--- src/rtl/hv_abist_rsp_if.sv ---
// Bus bundle for the HV analog BIST responder: BIST requests and fault injection in,
// emulated analog fault flags and ADC samples out.
interface hv_abist_rsp_if #(
    parameter int ADC_DW = 10
);
    logic              i_bist_hv_ov;
    logic              i_bist_hv_ot;
    logic              i_bist_hv_opscod;
    logic              i_bist_hv_oc;
    logic              i_bist_hv_sc;
    logic              i_bist_hv_adc;
    logic [5:0]        i_fault_inj;

    logic              o_hv_vcc_ov;
    logic              o_hv_ot;
    logic              o_hv_desat_flt;
    logic              o_hv_oc;
    logic              o_hv_scp_flt;
    logic              o_hv_adc_rdy1;
    logic              o_hv_adc_rdy2;
    logic [ADC_DW-1:0] o_hv_adc_data1;
    logic [ADC_DW-1:0] o_hv_adc_data2;

    modport master (
        output i_bist_hv_ov, i_bist_hv_ot, i_bist_hv_opscod, i_bist_hv_oc,
               i_bist_hv_sc, i_bist_hv_adc, i_fault_inj,
        input  o_hv_vcc_ov, o_hv_ot, o_hv_desat_flt, o_hv_oc, o_hv_scp_flt,
               o_hv_adc_rdy1, o_hv_adc_rdy2, o_hv_adc_data1, o_hv_adc_data2
    );

    modport slave (
        input  i_bist_hv_ov, i_bist_hv_ot, i_bist_hv_opscod, i_bist_hv_oc,
               i_bist_hv_sc, i_bist_hv_adc, i_fault_inj,
        output o_hv_vcc_ov, o_hv_ot, o_hv_desat_flt, o_hv_oc, o_hv_scp_flt,
               o_hv_adc_rdy1, o_hv_adc_rdy2, o_hv_adc_data1, o_hv_adc_data2
    );
endinterface

--- src/rtl/hv_abist_rsp.sv ---
// Emulates the HV analog front end during BIST: five delayed fault flags plus a
// periodic two-channel ADC sample stream, each with an optional forced-fail mode.
module hv_abist_rsp #(
    parameter int                CLK_M   = 48,
    parameter int                ADC_DW  = 10,
    parameter int                OV_DLY  = 10 * CLK_M,
    parameter int                FLT_DLY = CLK_M / 2,
    parameter int                ADC_DLY = 20 * CLK_M,
    parameter int                ADC_PER = 4 * CLK_M,
    parameter logic [ADC_DW-1:0] ADC_MID = ADC_DW'(10'h200),
    parameter logic [ADC_DW-1:0] ADC_BAD = ADC_DW'(10'h000)
) (
    input logic           i_clk,
    input logic           i_rst,
    hv_abist_rsp_if.slave bus
);

    localparam int MAX_A   = (OV_DLY > FLT_DLY) ? OV_DLY : FLT_DLY;
    localparam int MAX_B   = (ADC_DLY > ADC_PER) ? ADC_DLY : ADC_PER;
    localparam int MAX_DLY = (MAX_A > MAX_B) ? MAX_A : MAX_B;
    localparam int CW      = $clog2(MAX_DLY + 1);

    localparam logic [1:0] ST_IDLE   = 2'd0;
    localparam logic [1:0] ST_WAIT   = 2'd1;
    localparam logic [1:0] ST_ASSERT = 2'd2;
    localparam logic [1:0] ST_HOLD   = 2'd3;

    localparam logic [1:0] AD_IDLE     = 2'd0;
    localparam logic [1:0] AD_FIRST    = 2'd1;
    localparam logic [1:0] AD_PERIODIC = 2'd2;

    localparam logic [CW-1:0] ADC_FIRST_LAST = CW'(ADC_DLY - 1);
    localparam logic [CW-1:0] ADC_PER_LAST   = CW'(ADC_PER - 1);

    logic [5:0] req;
    logic [5:0] req_q;
    logic [5:0] armed;
    logic [5:0] rise;
    logic [4:0] flag;

    assign req  = {bus.i_bist_hv_adc, bus.i_bist_hv_sc, bus.i_bist_hv_oc,
                   bus.i_bist_hv_opscod, bus.i_bist_hv_ot, bus.i_bist_hv_ov};
    // A request still high across reset release must be seen low before it counts as a rise
    assign rise = req & ~req_q & armed;

    always_ff @(posedge i_clk or posedge i_rst) begin
        if (i_rst) begin
            req_q <= '0;
            armed <= '0;
        end else begin
            req_q <= req;
            armed <= armed | ~req;
        end
    end

    for (genvar gi = 0; gi < 5; gi++) begin : g_flag
        localparam int            DLY  = (gi == 0) ? OV_DLY : FLT_DLY;
        localparam logic [CW-1:0] LAST = CW'(DLY - 1);

        logic [1:0]    state;
        logic [1:0]    state_nxt;
        logic [CW-1:0] cnt;
        logic          flag_r;

        always_comb begin
            state_nxt = state;
            case (state)
                ST_IDLE:   if (rise[gi]) state_nxt = bus.i_fault_inj[gi] ? ST_HOLD : ST_WAIT;
                ST_WAIT:   if (!req[gi]) state_nxt = ST_IDLE;
                           else if (cnt == LAST) state_nxt = ST_ASSERT;
                ST_ASSERT: if (!req[gi]) state_nxt = ST_IDLE;
                ST_HOLD:   if (!req[gi]) state_nxt = ST_IDLE;
                default:   state_nxt = ST_IDLE;
            endcase
        end

        // Flag is registered from the next state so it changes on the same edge as the FSM
        always_ff @(posedge i_clk or posedge i_rst) begin
            if (i_rst) begin
                state  <= ST_IDLE;
                cnt    <= '0;
                flag_r <= 1'b0;
            end else begin
                state  <= state_nxt;
                flag_r <= (state_nxt == ST_ASSERT);
                if (state == ST_IDLE)
                    cnt <= '0;
                else if (state == ST_WAIT && cnt != '1)
                    cnt <= cnt + 1'b1;
            end
        end

        assign flag[gi] = flag_r;
    end

    assign bus.o_hv_vcc_ov    = flag[0];
    assign bus.o_hv_ot        = flag[1];
    assign bus.o_hv_desat_flt = flag[2];
    assign bus.o_hv_oc        = flag[3];
    assign bus.o_hv_scp_flt   = flag[4];

    logic [1:0]        adc_state;
    logic [CW-1:0]     adc_cnt;
    logic              adc_bad;
    logic              adc_phase;
    logic              adc_rdy;
    logic [ADC_DW-1:0] adc_d1;
    logic [ADC_DW-1:0] adc_d2;
    logic [CW-1:0]     adc_last;

    assign adc_last = (adc_state == AD_FIRST) ? ADC_FIRST_LAST : ADC_PER_LAST;

    // Sample stream: first sample after the startup delay, then one per period;
    // channel 1 wobbles upward from mid-scale, channel 2 downward
    always_ff @(posedge i_clk or posedge i_rst) begin
        if (i_rst) begin
            adc_state <= AD_IDLE;
            adc_cnt   <= '0;
            adc_bad   <= 1'b0;
            adc_phase <= 1'b0;
            adc_rdy   <= 1'b0;
            adc_d1    <= '0;
            adc_d2    <= '0;
        end else begin
            adc_rdy <= 1'b0;
            case (adc_state)
                AD_IDLE: begin
                    if (rise[5]) begin
                        adc_state <= AD_FIRST;
                        adc_cnt   <= '0;
                        adc_bad   <= bus.i_fault_inj[5];
                        adc_phase <= 1'b0;
                    end
                end
                AD_FIRST, AD_PERIODIC: begin
                    if (!req[5]) begin
                        adc_state <= AD_IDLE;
                        adc_cnt   <= '0;
                        adc_d1    <= '0;
                        adc_d2    <= '0;
                    end else if (adc_cnt == adc_last) begin
                        adc_state <= AD_PERIODIC;
                        adc_cnt   <= '0;
                        adc_rdy   <= 1'b1;
                        adc_phase <= ~adc_phase;
                        adc_d1    <= adc_bad ? ADC_BAD : (adc_phase ? ADC_MID + ADC_DW'(1) : ADC_MID);
                        adc_d2    <= adc_bad ? ADC_BAD : (adc_phase ? ADC_MID - ADC_DW'(1) : ADC_MID);
                    end else if (adc_cnt != '1) begin
                        adc_cnt <= adc_cnt + 1'b1;
                    end
                end
                default: adc_state <= AD_IDLE;
            endcase
        end
    end

    assign bus.o_hv_adc_rdy1  = adc_rdy;
    assign bus.o_hv_adc_rdy2  = adc_rdy;
    assign bus.o_hv_adc_data1 = adc_d1;
    assign bus.o_hv_adc_data2 = adc_d2;

endmodule

--- src/flat_wrapper.sv ---
// flat-port wrapper written by rule: the top's interface ports become plain ports
module hv_abist_rsp_flat 
#(
    parameter int                CLK_M   = 48,
    parameter int                ADC_DW  = 10,
    parameter int                OV_DLY  = 10 * CLK_M,
    parameter int                FLT_DLY = CLK_M / 2,
    parameter int                ADC_DLY = 20 * CLK_M,
    parameter int                ADC_PER = 4 * CLK_M,
    parameter logic [ADC_DW-1:0] ADC_MID = ADC_DW'(10'h200),
    parameter logic [ADC_DW-1:0] ADC_BAD = ADC_DW'(10'h000)
)
  (i_clk, i_rst, bus_i_bist_hv_ov, bus_i_bist_hv_ot, bus_i_bist_hv_opscod, bus_i_bist_hv_oc, bus_i_bist_hv_sc, bus_i_bist_hv_adc, bus_i_fault_inj, bus_o_hv_vcc_ov, bus_o_hv_ot, bus_o_hv_desat_flt, bus_o_hv_oc, bus_o_hv_scp_flt, bus_o_hv_adc_rdy1, bus_o_hv_adc_rdy2, bus_o_hv_adc_data1, bus_o_hv_adc_data2);
  hv_abist_rsp_if #(.ADC_DW(ADC_DW)) bus_i ();
  input logic i_clk;
  input logic i_rst;
  input wire logic [$bits(bus_i.i_bist_hv_ov)-1:0] bus_i_bist_hv_ov;
  input wire logic [$bits(bus_i.i_bist_hv_ot)-1:0] bus_i_bist_hv_ot;
  input wire logic [$bits(bus_i.i_bist_hv_opscod)-1:0] bus_i_bist_hv_opscod;
  input wire logic [$bits(bus_i.i_bist_hv_oc)-1:0] bus_i_bist_hv_oc;
  input wire logic [$bits(bus_i.i_bist_hv_sc)-1:0] bus_i_bist_hv_sc;
  input wire logic [$bits(bus_i.i_bist_hv_adc)-1:0] bus_i_bist_hv_adc;
  input wire logic [$bits(bus_i.i_fault_inj)-1:0] bus_i_fault_inj;
  output wire logic [$bits(bus_i.o_hv_vcc_ov)-1:0] bus_o_hv_vcc_ov;
  output wire logic [$bits(bus_i.o_hv_ot)-1:0] bus_o_hv_ot;
  output wire logic [$bits(bus_i.o_hv_desat_flt)-1:0] bus_o_hv_desat_flt;
  output wire logic [$bits(bus_i.o_hv_oc)-1:0] bus_o_hv_oc;
  output wire logic [$bits(bus_i.o_hv_scp_flt)-1:0] bus_o_hv_scp_flt;
  output wire logic [$bits(bus_i.o_hv_adc_rdy1)-1:0] bus_o_hv_adc_rdy1;
  output wire logic [$bits(bus_i.o_hv_adc_rdy2)-1:0] bus_o_hv_adc_rdy2;
  output wire logic [$bits(bus_i.o_hv_adc_data1)-1:0] bus_o_hv_adc_data1;
  output wire logic [$bits(bus_i.o_hv_adc_data2)-1:0] bus_o_hv_adc_data2;
  assign bus_i.i_bist_hv_ov = bus_i_bist_hv_ov;
  assign bus_i.i_bist_hv_ot = bus_i_bist_hv_ot;
  assign bus_i.i_bist_hv_opscod = bus_i_bist_hv_opscod;
  assign bus_i.i_bist_hv_oc = bus_i_bist_hv_oc;
  assign bus_i.i_bist_hv_sc = bus_i_bist_hv_sc;
  assign bus_i.i_bist_hv_adc = bus_i_bist_hv_adc;
  assign bus_i.i_fault_inj = bus_i_fault_inj;
  assign bus_o_hv_vcc_ov = bus_i.o_hv_vcc_ov;
  assign bus_o_hv_ot = bus_i.o_hv_ot;
  assign bus_o_hv_desat_flt = bus_i.o_hv_desat_flt;
  assign bus_o_hv_oc = bus_i.o_hv_oc;
  assign bus_o_hv_scp_flt = bus_i.o_hv_scp_flt;
  assign bus_o_hv_adc_rdy1 = bus_i.o_hv_adc_rdy1;
  assign bus_o_hv_adc_rdy2 = bus_i.o_hv_adc_rdy2;
  assign bus_o_hv_adc_data1 = bus_i.o_hv_adc_data1;
  assign bus_o_hv_adc_data2 = bus_i.o_hv_adc_data2;
  hv_abist_rsp #(.CLK_M(CLK_M), .ADC_DW(ADC_DW), .OV_DLY(OV_DLY), .FLT_DLY(FLT_DLY), .ADC_DLY(ADC_DLY), .ADC_PER(ADC_PER), .ADC_MID(ADC_MID), .ADC_BAD(ADC_BAD)) u_core (.i_clk(i_clk), .i_rst(i_rst), .bus(bus_i));
endmodule
--- config.mk ---
export PLATFORM = sky130hd
export DESIGN_NAME = hv_abist_rsp_flat
export DESIGN_NICKNAME = d
export VERILOG_FILES = /design/src/rtl/hv_abist_rsp_if.sv /design/src/rtl/hv_abist_rsp.sv /design/src/flat_wrapper.sv
export SDC_FILE = /design/constraint.sdc
export NUM_CORES = 1
export LEC_CHECK = 0
export CELL_PAD_IN_SITES_DETAIL_PLACEMENT = 1
export CELL_PAD_IN_SITES_GLOBAL_PLACEMENT = 2
export CORE_ASPECT_RATIO = 1.5
export CORE_MARGIN = 2
export CORE_UTILIZATION = 39
export CTS_BUF_LIST = sky130_fd_sc_hd__clkbuf_4
export DETAILED_ROUTE_END_ITERATION = 8
export GPL_ROUTABILITY_DRIVEN = 0
export GPL_TIMING_DRIVEN = 0
export PLACE_DENSITY_LB_ADDON = 0.08
export SYNTH_ARGS = -nofsm -noshare
export SYNTH_HDL_FRONTEND = slang
export SYNTH_SLANG_ARGS = --single-unit
--- constraint.sdc ---
create_clock -name i_clk -period 3.7 [get_ports i_clk]
set_input_delay 0.555 -clock i_clk [delete_from_list [all_inputs] [get_ports i_clk]]
set_output_delay 0.555 -clock i_clk [all_outputs]
set_load 0.01 [all_outputs]
==> summary.md, run 1 <==
| Metric | Value |
|---|---|
| CTS sink cnt | 95 |
| WP data required | 4.07 ns |
| Grt ovf | 0 |
| Top post-synthesis cells by count | dfrtp_1, nand2_1, nor2_1, nand3_1, inv_1 |
| Initial Utilization | 40.0% |
| Rows | 51 |
| #FFs+latches synth | 95 |
| Placed cell count | 736 |
| CTS root buffer | clkbuf_4 |
| Die ar. | 0.0142 sq mm |
| Mapped Cells | 537 |
| Power per cell area | 372 mW/mm^2 |
| Outcome | complete, no violations |
| Clk network pwr share | 28.9% |
| Sum Neg Setup Slack | 0 ns |
| Top cell family by delay on the critical path | compound AO/OA/AOI/OAI gates |
| Top post-synthesis cells by area | dfrtp_1, nand3_1, nand2_1 |
| Sequential area share after synthesis | 45.9% |
| Synth warn | 0 |
| Final wirelength | 12.3 mm |
| Initial antenna violation count | 1 |
| # DRC | 0 |
| Core area | 0.0130 sq mm |
| Primary FF master, synth | dfrtp_1 |
| Setup CP Type | flip-flop to flip-flop |
| Hold buffers post-CTS | 0 |
| Switching Share | 30.8% |
| Crit end category | flip-flop |
| Global-route wire length before repair | 21.6 mm |
| Slowest cell on crit path | a2111oi_2 |
| Number of synthesized flops with an enable pin | 0 |
| P_int | 1530 uW |
| Antenna-violating nets left | 0 |
| WL/cell | 16.3 um |
| Slew @ Worst Pin | 0.949 ns |
| Nature of the critical path startpoint | flip-flop |
| CTS tree | yes |
| Fmax | 0.390 GHz |
| Number of port buffers | 32 |
| Asr flop ratio synth | 100% |
| Final Critical Period | 2.56 ns |
| Worst Hold Class | input pin to asynchronous set/reset pin |
| CP cell instances | inv_1 -> ha_1 -> or4b_4 -> a2111oi_2 -> nor4_2 -> a221o_1 |
| Number of I/O pins | 41 |
| Yosys top cell area share | 45.9% |
| # Post-CTS Setup Buffers | 0 |
| Rel. slew slack | 36.2% |
| 1st-iter DRT viols | 107 |
| DPL Wire Length | 8.67 mm |
| Synth-to-layout area growth | 14.3% |
| Total number of H-tree levels | 3 |
| Peak supply drop | 165 uV |
| Post-CTS sizing | 0 |
| Worst-path clk slew | 0.16 ns |
| Largest net degree at the start of global routing | 71 |
| Via count | 4334 |
| Nets | 612 |
| Detailed Routing Iterations Pass 1 | 5 |
| Seq pwr share | 51.9% |
| Psw | 678 uW |
| Comb power frac | 19.2% |
| Num CTS Buffers | 9 |
| Layout cells sized above 1 | 9.44% |
| GR Util All Layers | 18.1% |
| Final Hold Viols | 0 |
| Mean Syn Cell Area | 9.65 sq um |
| P_leak | 0.00249 uW |
| CP peak stage delay | 0.60 ns |
| Clk buf depth | 2 |
| Critical Path AT | 2.93 ns |
| Die Y | 145 um |
| RSZ-0062 raised after global routing | no |
| Die Wd | 98.1 um |
| Crit-path max FO | 8 |
| Setup Skew | 0.0235 ns |
| Count leader, synth | dfrtp_1 |
| CP bufs+invs | 1 |
| PnR Total Power | 2200 uW |
| Via density | 5.76 |
| Library cells used by synthesis | 68 |
| Synth area leader | dfrtp_1 |
| Vias in the first global route | 4549 |
| Max-slew violations | 0 |
| Final Util | 45.7% |
| Finish-stage setup viols | 0 |
| Final Cycle Share | 69.3% |
| Maxcap violations | 0 |
| Clk_lat worst skew | 0.47 ns |
| Fin cells | 753 |
| Post-Syn Area | 0.00518 sq mm |
==> per-layer routing <==
layer  GRT usage, %  vias to the layer above  share of wire (%)
li1               -                     2091                  -
met1           22.5                     2180                 45
met2           31.8                       55                 52
met3           2.79                        8                2.3
met4           5.83                        0               0.94
met5              0                        -                  0
==> layout by cell type, fill, tap and decap left out, types with 5 or more instances in the layout <==
cell type         n
nor4_1            8
a211o_1           7
nor3_1           10
a22o_1            8
nand2_1          41
nand3_1          32
clkdlybuf4s50_1  32
buf_4            18
ha_1             10
o31a_1            5
o21a_1            6
and3_1           11
o21ai_0          19
nand2b_1         11
nor2_1           33
inv_1            29
clkbuf_1         14
clkbuf_4          9
a31oi_1           8
a311o_1           5
dfrtp_1          95
a21boi_0          6
conb_1            8
o41ai_1           7
a21oi_1          19
o211ai_1          6
o31ai_1          10
mux2i_1           8
or3_1             7
nand4_1          14
nor2b_1           7
or4_1             9
==> power groups by stage <==
| stage | Clock (uW) | Sequential (uW) | Combinational, uW |
|---|---|---|---|
| after floorplan | 0 | 1150 | 298 |
| after global placement | 0 | 1160 | 406 |
| after detailed placement | 0 | 1160 | 426 |
| after CTS | 673 | 1140 | 427 |
| after global routing | 710 | 1160 | 480 |
| final | 638 | 1140 | 423 |
==> per-stage QoR <==
step / instance area [sq um] / setup slack (ns) / hold slack, ns
2_1_floorplan: 5210 / 0.668 / 0.426
3_3_place_gp: 5730 / -0.964 / 0.443
3_5_place_dp: 5760 / 0.629 / 0.445
4_1_cts: 5910 / 0.966 / 0.389
5_1_grt: 5920 / 1.01 / 0.387
6_report: 5920 / 1.14 / 0.403
==> registers in the layout, summed over array words and instances (netlist names) <==
signal and count:
u_core.adc_cnt 10, u_core.armed 6, u_core.bus.o_hv_ot 1, u_core.bus.o_hv_adc_rdy1 1, u_core.bus.o_hv_oc 1, u_core.adc_state 2
u_core.adc_bad 1, u_core.bus.o_hv_vcc_ov 1, u_core.bus.o_hv_adc_data2 2, u_core.bus.o_hv_adc_data1 1, u_core.req_q 6, u_core.bus.o_hv_scp_flt 1
u_core.g_flag.state 10, u_core.adc_phase 1, u_core.g_flag.cnt 50, u_core.bus.o_hv_desat_flt 1
==> final timing paths <==
kind                                startpoint                        end  slack [ns]  depth (start not counted)
setup reg to reg           u_core.adc_state[1]          u_core.adc_cnt[6]        1.14                          6
setup / recovery           u_core.adc_state[1]          u_core.adc_cnt[6]        1.14                          6
hold reg to reg                u_core.armed[0]            u_core.armed[0]        0.48                          1
min in group i_clk             u_core.armed[0]            u_core.armed[0]        0.48                          1
hold / removal                           i_rst  u_core.g_flag[1].state[1]        0.40                          2
max in group asynchronous                i_rst          u_core.adc_cnt[3]        2.62                          3
==> cell families (layout without fill, tap and decap cells) <==
logic type | count (synthesis) | after routing | synth area share, %
AO/OA/AOI/OAI | 135 | 135 | 19.3
XOR/XNOR | 4 | 4 | 0.676
buffers and inverters | 64 | 113 | 6.11
adder cells (fa/ha/maj) | 10 | 10 | 2.42
AND/OR/NAND/NOR | 215 | 215 | 22.9
flip-flops | 95 | 95 | 45.9
other | 1 | 9 | 0.0724
multiplexers | 13 | 13 | 2.63
==> worst reg2reg max path: stages (launching register included) <==
cell and delay (ns):
dfrtp_1 0.38, inv_1 0.10, ha_1 0.25, or4b_4 0.54, a2111oi_2 0.60, nor4_2 0.24, a221o_1 0.36
==> cell type report <==
class / instances / area [sq um]
fill: 1501 / 7030
clock buffer: 9 / 67.6
antenna: 1 / 2.50
clock inverter: 7 / 87.6
tap: 159 / 199
sequential: 95 / 2380
inverter: 30 / 115
multi-input combinational: 385 / 2520
buffer: 34 / 204
timing repair buffer: 33 / 348
Note: power is estimated with default switching activity, not from simulation.
==> run 2, diff against run 1 <==
==> constraint.sdc (replaced) <==
create_clock -name i_clk -period 2.5 [get_ports i_clk]
set_input_delay 0.375 -clock i_clk [delete_from_list [all_inputs] [get_ports i_clk]]
set_output_delay 0.375 -clock i_clk [all_outputs]
set_load 0.01 [all_outputs]
==> summary.md, run 2 (synthesized netlist as in run 1, its figures left out) <==
| Metric | Value |
|---|---|
| Final Cycle Share | 97.6% (+28 points) |
| Critical Path AT | 2.79 ns (-0.14 ns) |
| Slew @ Worst Pin | 0.872 ns (-0.0774 ns) |
| CP peak stage delay | 0.54 ns (-0.06 ns) |
| Max reg flops | 50 (unchanged) |
| CTS tree | yes |
| Most frequent cells in the layout | dfrtp_1, nand2_1, nor2_1 |
| Total number of H-tree levels | 3 (unchanged) |
| # fillers | 1507 (+0.40%) |
| GR Util All Layers | 18.1% (+0.032 points) |
| Clk_lat worst skew | 0.47 ns (about the same) |
| P_leak | 0.00254 uW (+2.0%) |
| Rows | 51 (unchanged) |
| Max-slew violations | 0 (unchanged) |
| Power per cell area | 563 mW/mm^2 (+51%) |
| Largest net degree at the start of global routing | 37 (-48%) |
| Largest register by flop count | u_core.g_flag.cnt |
| DPL Wire Length | 9.00 mm (+3.7%) |
| Initial Utilization | 40.0% (unchanged) |
| Via count | 4364 (+0.69%) |
| Nets | 615 (+0.49%) |
| Core area | 0.0130 sq mm (unchanged) |
| RSZ-0062 raised after global routing | no |
| Slowest cell on crit path | or4b_4 |
| Antenna-violating nets left | 0 (unchanged) |
| CP cell instances | inv_2 -> ha_2 -> or4b_4 -> a2111o_1 -> buf_6 -> a311o_1 -> a22o_1 |
| Final Critical Period | 2.44 ns (-0.123 ns) |
| # DRC | 0 (unchanged) |
| Rel. slew slack | 41.8% (+5.6 points) |
| Highest routed layer | met4 |
| Vias in the first global route | 4554 (+0.11%) |
| Die Wd | 98.1 um (unchanged) |
| Num CTS Buffers | 9 (unchanged) |
| Grt ovf | 0 (unchanged) |
| Synth-to-layout area growth | 16.1% |
| Peak supply drop | 248 uV (+50%) |
| Fmax | 0.410 GHz (+5.0%) |
| WL/cell | 16.2 um (-1.0%) |
| Clk buf depth | 2 (unchanged) |
| Worst Hold Class | input pin to asynchronous set/reset pin |
| Worst-path clk slew | 0.16 ns (about the same) |
| Reg-to-reg startpoint | u_core.adc_state[1] |
| Finish-stage setup viols | 0 (unchanged) |
| Die ar. | 0.0142 sq mm (unchanged) |
| Number of I/O pins | 41 (unchanged) |
| Hold buffers post-CTS | 0 (unchanged) |
| 1st-iter DRT viols | 90 (-16%) |
| Worst Setup SP | u_core.adc_state[1] |
| Final wirelength | 12.2 mm (-0.74%) |
| Detailed Routing Iterations Pass 1 | 4 (-1) |
| Sum Neg Setup Slack | 0 ns (unchanged) |
| Initial antenna violation count | 1 (unchanged) |
| CTS sink cnt | 95 (unchanged) |
| Maxcap violations | 0 (unchanged) |
| Met2 routed WL | 6.49 mm (+1.9%) |
| Global-route wire length before repair | 21.6 mm (-0.35%) |
| Crit-path max FO | 10 (+2) |
| Number of port buffers | 32 (unchanged) |
| Multi-input gate area | 0.00256 sq mm (+1.7%) |
| Wire length on met1 | 5.27 mm (-4.9%) |
| Area occupied by registers | 0.00238 sq mm (unchanged) |
| Layout cells sized above 1 | 10.8% (+1.3 points) |
| Nature of the critical path startpoint | flip-flop |
| Biggest registers after layout | u_core.g_flag.cnt (50), u_core.adc_cnt (10), u_core.g_flag.state (10) |
| CTS root buffer | clkbuf_4 |
| Setup CP Type | flip-flop to flip-flop |
| Crit end category | flip-flop |
| Final Util | 46.4% (+0.73 points) |
| Outcome | complete, no violations |
| Final Hold Viols | 0 (unchanged) |
| WP data required | 2.85 ns (-1.22 ns) |
| Placed cell count | 737 (+0.14%) |
| Setup Skew | 0.0246 ns (+0.00117 ns) |
| Via density | 5.78 (+0.43%) |
| Commonest non-fill, non-tap cell in the layout | dfrtp_1 |
| Fin cells | 755 (+0.27%) |
| Met3 WL | 312 um (+8.0%) |
| Die Y | 145 um (unchanged) |
==> run 2: cell count changes in the layout (fill, tap and decap cells not counted), sizes merged <==
| cell | previous run | this run |
|---|---|---|
| bufinv | 2 | 3 |
| inv | 30 | 29 |
| clkinv | 3 | 1 |
| clkbuf | 23 | 25 |
| buf | 21 | 24 |
| clkinvlp | 2 | 1 |
==> run 2: through the flow <==
step,hold WS [ns],area (sq um),setup WS (ns),total power [uW]
floorplan,0.406,5210,0.198,2140
global placement,0.442,5730,-0.434,2320
detailed placement,0.450,5770,-0.405,2360
CTS,0.391,5980,0.00648,3440
global route,0.401,6010,0.00316,3600
finish,0.415,6010,0.0591,3390
==> run 2: layer usage <==
layer | vias to the layer above | GRT usage, %
met5 | - | 0
met3 | 10 | 3.18
met1 | 2204 | 22.0
li1 | 2100 | -
met2 | 50 | 32.3
met4 | 0 | 5.69
==> run 2: area by class of cell <==
cell class / instances / share of cell area (%)
inverter: 30 / 1.93
clock inverter: 4 / 1.58
multi-input combinational: 385 / 42.6
timing repair buffer: 36 / 6.24
buffer: 34 / 3.39
tap: 159 / 3.31
sequential: 95 / 39.5
clock buffer: 11 / 1.37
antenna: 1 / 0.0416
==> run 2: worst paths after layout <==
kind / endpoint / slack, ns / cells after the start
max: u_core.adc_cnt[8] / 0.06 / 7
min: u_core.g_flag[1].cnt[1] / 0.42 / 2
max reg2reg: u_core.adc_cnt[8] / 0.06 / 7
min reg2reg: u_core.armed[0] / 0.48 / 1
max in group asynchronous: u_core.g_flag[2].state[1] / 1.42 / 3
min in group i_clk: u_core.req_q[0] / 0.43 / 1
==> run 2: worst max-delay path: cells and delay by family (launching register included) <==
| family | cells | cell delay (ns) |
|---|---|---|
| AOI/OAI and AO/OA | 3 | 0.98 |
| and+or+nand+nor | 1 | 0.54 |
| DFF | 1 | 0.40 |
| buffers and inverters | 2 | 0.23 |
| adders and majority gates | 1 | 0.20 |
==> run 2: power by group <==
| group | total, uW | switching (uW) | internal, uW |
|---|---|---|---|
| combinational | 652 | 389 | 263 |
| clock | 1050 | 522 | 523 |
| sequential | 1690 | 73.8 | 1620 |
==> run 2: repair_timing <==
item                                    CTS  global route
endpoints found under the setup margin    8            16
gates resized for setup                   4             4
pin swaps                                 1             1
setup buffers                             1             1
==> RTL change: new RTL, settings of run 1 <==
`CLK_M` is set to 48 in 2 places; all go to 24.
--- a/src/rtl/hv_abist_rsp.sv
+++ b/src/rtl/hv_abist_rsp.sv
@@ -2,5 +2,5 @@
 // periodic two-channel ADC sample stream, each with an optional forced-fail mode.
 module hv_abist_rsp #(
-    parameter int                CLK_M   = 48,
+    parameter int                CLK_M   = 24,
     parameter int                ADC_DW  = 10,
     parameter int                OV_DLY  = 10 * CLK_M,
--- a/src/flat_wrapper.sv
+++ b/src/flat_wrapper.sv
@@ -2,5 +2,5 @@
 module hv_abist_rsp_flat 
 #(
-    parameter int                CLK_M   = 48,
+    parameter int                CLK_M   = 24,
     parameter int                ADC_DW  = 10,
     parameter int                OV_DLY  = 10 * CLK_M,
Formal check against the unedited RTL: no difference found for any inputs over 10 cycles, from zero or initial values and one cycle with i_rst high; that may be too few to reach the edited logic, so the function may still have changed.
==> RTL change against run 1 <==
Combinational power fell by 13%; routed wire length fell by 20%; maximum frequency rose by 2.8%; cell area fell by 9.7%; synthesized area fell by 10%; clock power fell by 17%; total power fell by 11%; synthesized cell count fell by 16%; sequential power fell by 6%; die area fell by 9.8%; sequential share of layout area rose by 1.5 points; sequential cell count fell by 6; setup slack improved by 0.069 ns; non-clock buffer count fell by 2; largest cell class is now sequential cells; largest power group unchanged.
==> RTL change: results (changes against run 1) <==
ys_top_cells_by_count: "89 x dfrtp_1, 35 x nor2_1, 26 x nand2_1"
synth_area_leaders: "dfrtp_1 48%, a22o_1 4.7%, ha_1 3.8%"
routed_via_density: 5.37  # -6.8%
layout.nets: 530  # -13%
synth_compound_area_share_pct: 15.6  # -3.6 points
top_layer: "met4"
slowest_delay_ns: 0.48  # -0.12 ns
ys_types: 54  # -21%
met1_length_mm: 4.22  # -24%
internal_power_w: 0.00138  # -9.5%
routed_wl_mm: 9.88  # -20%
first_pass_iters: 4  # -1
grt_pass1_wl_mm: 17.2  # -21%
status: "finished clean"
grt_pass1_vias: 3673  # -19%
reg2regPathDepth: 8  # +2
startpoint: "u_core.g_flag[4].cnt[2]"
drive_gt1_share_pct: 10.1  # +0.64 points
grt_use_total_pct: 16.9  # -1.2 points
routed-wl-met2_mm: 5.26  # -17%
hpwl_mm: 7.26  # -16%
clkTransAtPathRegs_ns: 0.14  # -0.02 ns
muxShareOfSynthArea_pct: 3.82  # +1.2 points
drt_iter0_markers: 98  # -8.4%
yosysSeqAreaShare_pct: 47.8  # +1.9 points
p_leak_nw: 2.35  # -5.5%
r2r_start: "u_core.g_flag[4].cnt[2]"
insertion_delay_ns: 0.45  # -0.02 ns
reg_top3: "u_core.g_flag.cnt x45, u_core.g_flag.state x10, u_core.adc_cnt x9"
worst_pin_slew_ns: 0.592  # -0.357 ns
clock_skew_ns: 0.0186  # -0.00486 ns
yosys.area_share.adder_pct: 3.76  # +1.3 points
ir_drop_mv: 0.156  # -5.2%
synth_xor_area_share_pct: 2.82  # +2.1 points
ys_warn_count: 0  # unchanged
cp_slowest_cell: "nor3b_1"
wl_met3_um: 210  # -27%
==> RTL change: changes by cell type after synthesis, sizes merged, moves of 6 or more <==
| cell | delta |
|---|---|
| nor4 | -6 |
| a22o | +17 |
| a211o | -7 |
| nand2 | -15 |
| a31oi | -8 |
| dfrtp | -6 |
| or4 | -7 |
| inv | -17 |
| nand4b | +6 |
| o31ai | -6 |
| xor2 | +10 |
| o41ai | -7 |
| nand3 | -19 |
==> RTL change: per-stage QoR <==
| step | TNS (ns) | cell area (µm²) | std cells | util, % | worst slack (ns) |
|---|---|---|---|---|---|
| after floorplan | 0 | 4680 | 458 | - | 0.838 |
| after global placement | -63.46 | 5190 | 640 | 44.8 | -0.720 |
| after detailed placement | 0 | 5220 | 641 | 45.0 | 0.922 |
| after CTS | 0 | 5340 | 656 | 46.1 | 1.20 |
| after global routing | 0 | 5350 | 657 | 46.1 | 0.994 |
| final | 0 | 5350 | 657 | 46.1 | 1.21 |
==> RTL change: layout make-up <==
cell class	count	area [µm²]
Multi-Input combinational cell	324	2210
Clock inverter	5	47.5
Buffer	32	196
Sequential cell	89	2230
Fill cell	1331	6250
Tap cell	150	188
Clock buffer	10	75.1
Inverter	13	51.3
Timing Repair Buffer	33	348
Antenna cell	1	2.50
==> RTL change: cells by family (layout without fill, tap and decap cells) <==
family	after synthesis	count (layout)
AO/OA/AOI/OAI	100	100
multiplexers	17	17
other	1	9
XOR/XNOR	15	15
AND/OR/NAND/NOR	170	170
buffers and inverters	45	93
flip-flops	89	89
adder cells (fa/ha/maj)	14	14
==> RTL change: final timing paths <==
path | end | slack, ns
worst max register to register | u_core.g_flag[4].cnt[7] | 1.21
worst min register to register | u_core.armed[3] | 0.48
worst min-delay path | u_core.bus.o_hv_adc_data1[9] | 0.43
min in group i_clk | u_core.armed[3] | 0.48
worst max-delay path | u_core.g_flag[4].cnt[7] | 1.21
max in group asynchronous | u_core.bus.o_hv_oc | 2.63
==> RTL change: power by group through the flow <==
| stage | Sequential, W | Clock, W | Combinational [W] |
|---|---|---|---|
| 2_1_floorplan | 0.00108 | 0 | 0.000256 |
| 3_3_place_gp | 0.00108 | 0 | 0.000363 |
| 3_5_place_dp | 0.00108 | 0 | 0.000376 |
| 4_1_cts | 0.00107 | 0.000554 | 0.000377 |
| 5_1_grt | 0.00108 | 0.000586 | 0.000418 |
| 6_report | 0.00107 | 0.000528 | 0.000369 |
==> RTL change: metal layers <==
layer | up-vias | GRT usage [%]
li1 | 1721 | -
met1 | 1758 | 19.1
met2 | 31 | 31.0
met3 | 16 | 3.01
met4 | 0 | 6.78
met5 | - | 0
==> RTL change: critical path, delay by kind of cell, from the launching register on <==
kind,cells,cell delay (ns)
adder cells (fa/ha/maj),1,0.28
flip-flops,1,0.46
multiplexers,1,0.13
AND/OR/NAND/NOR,6,1.54
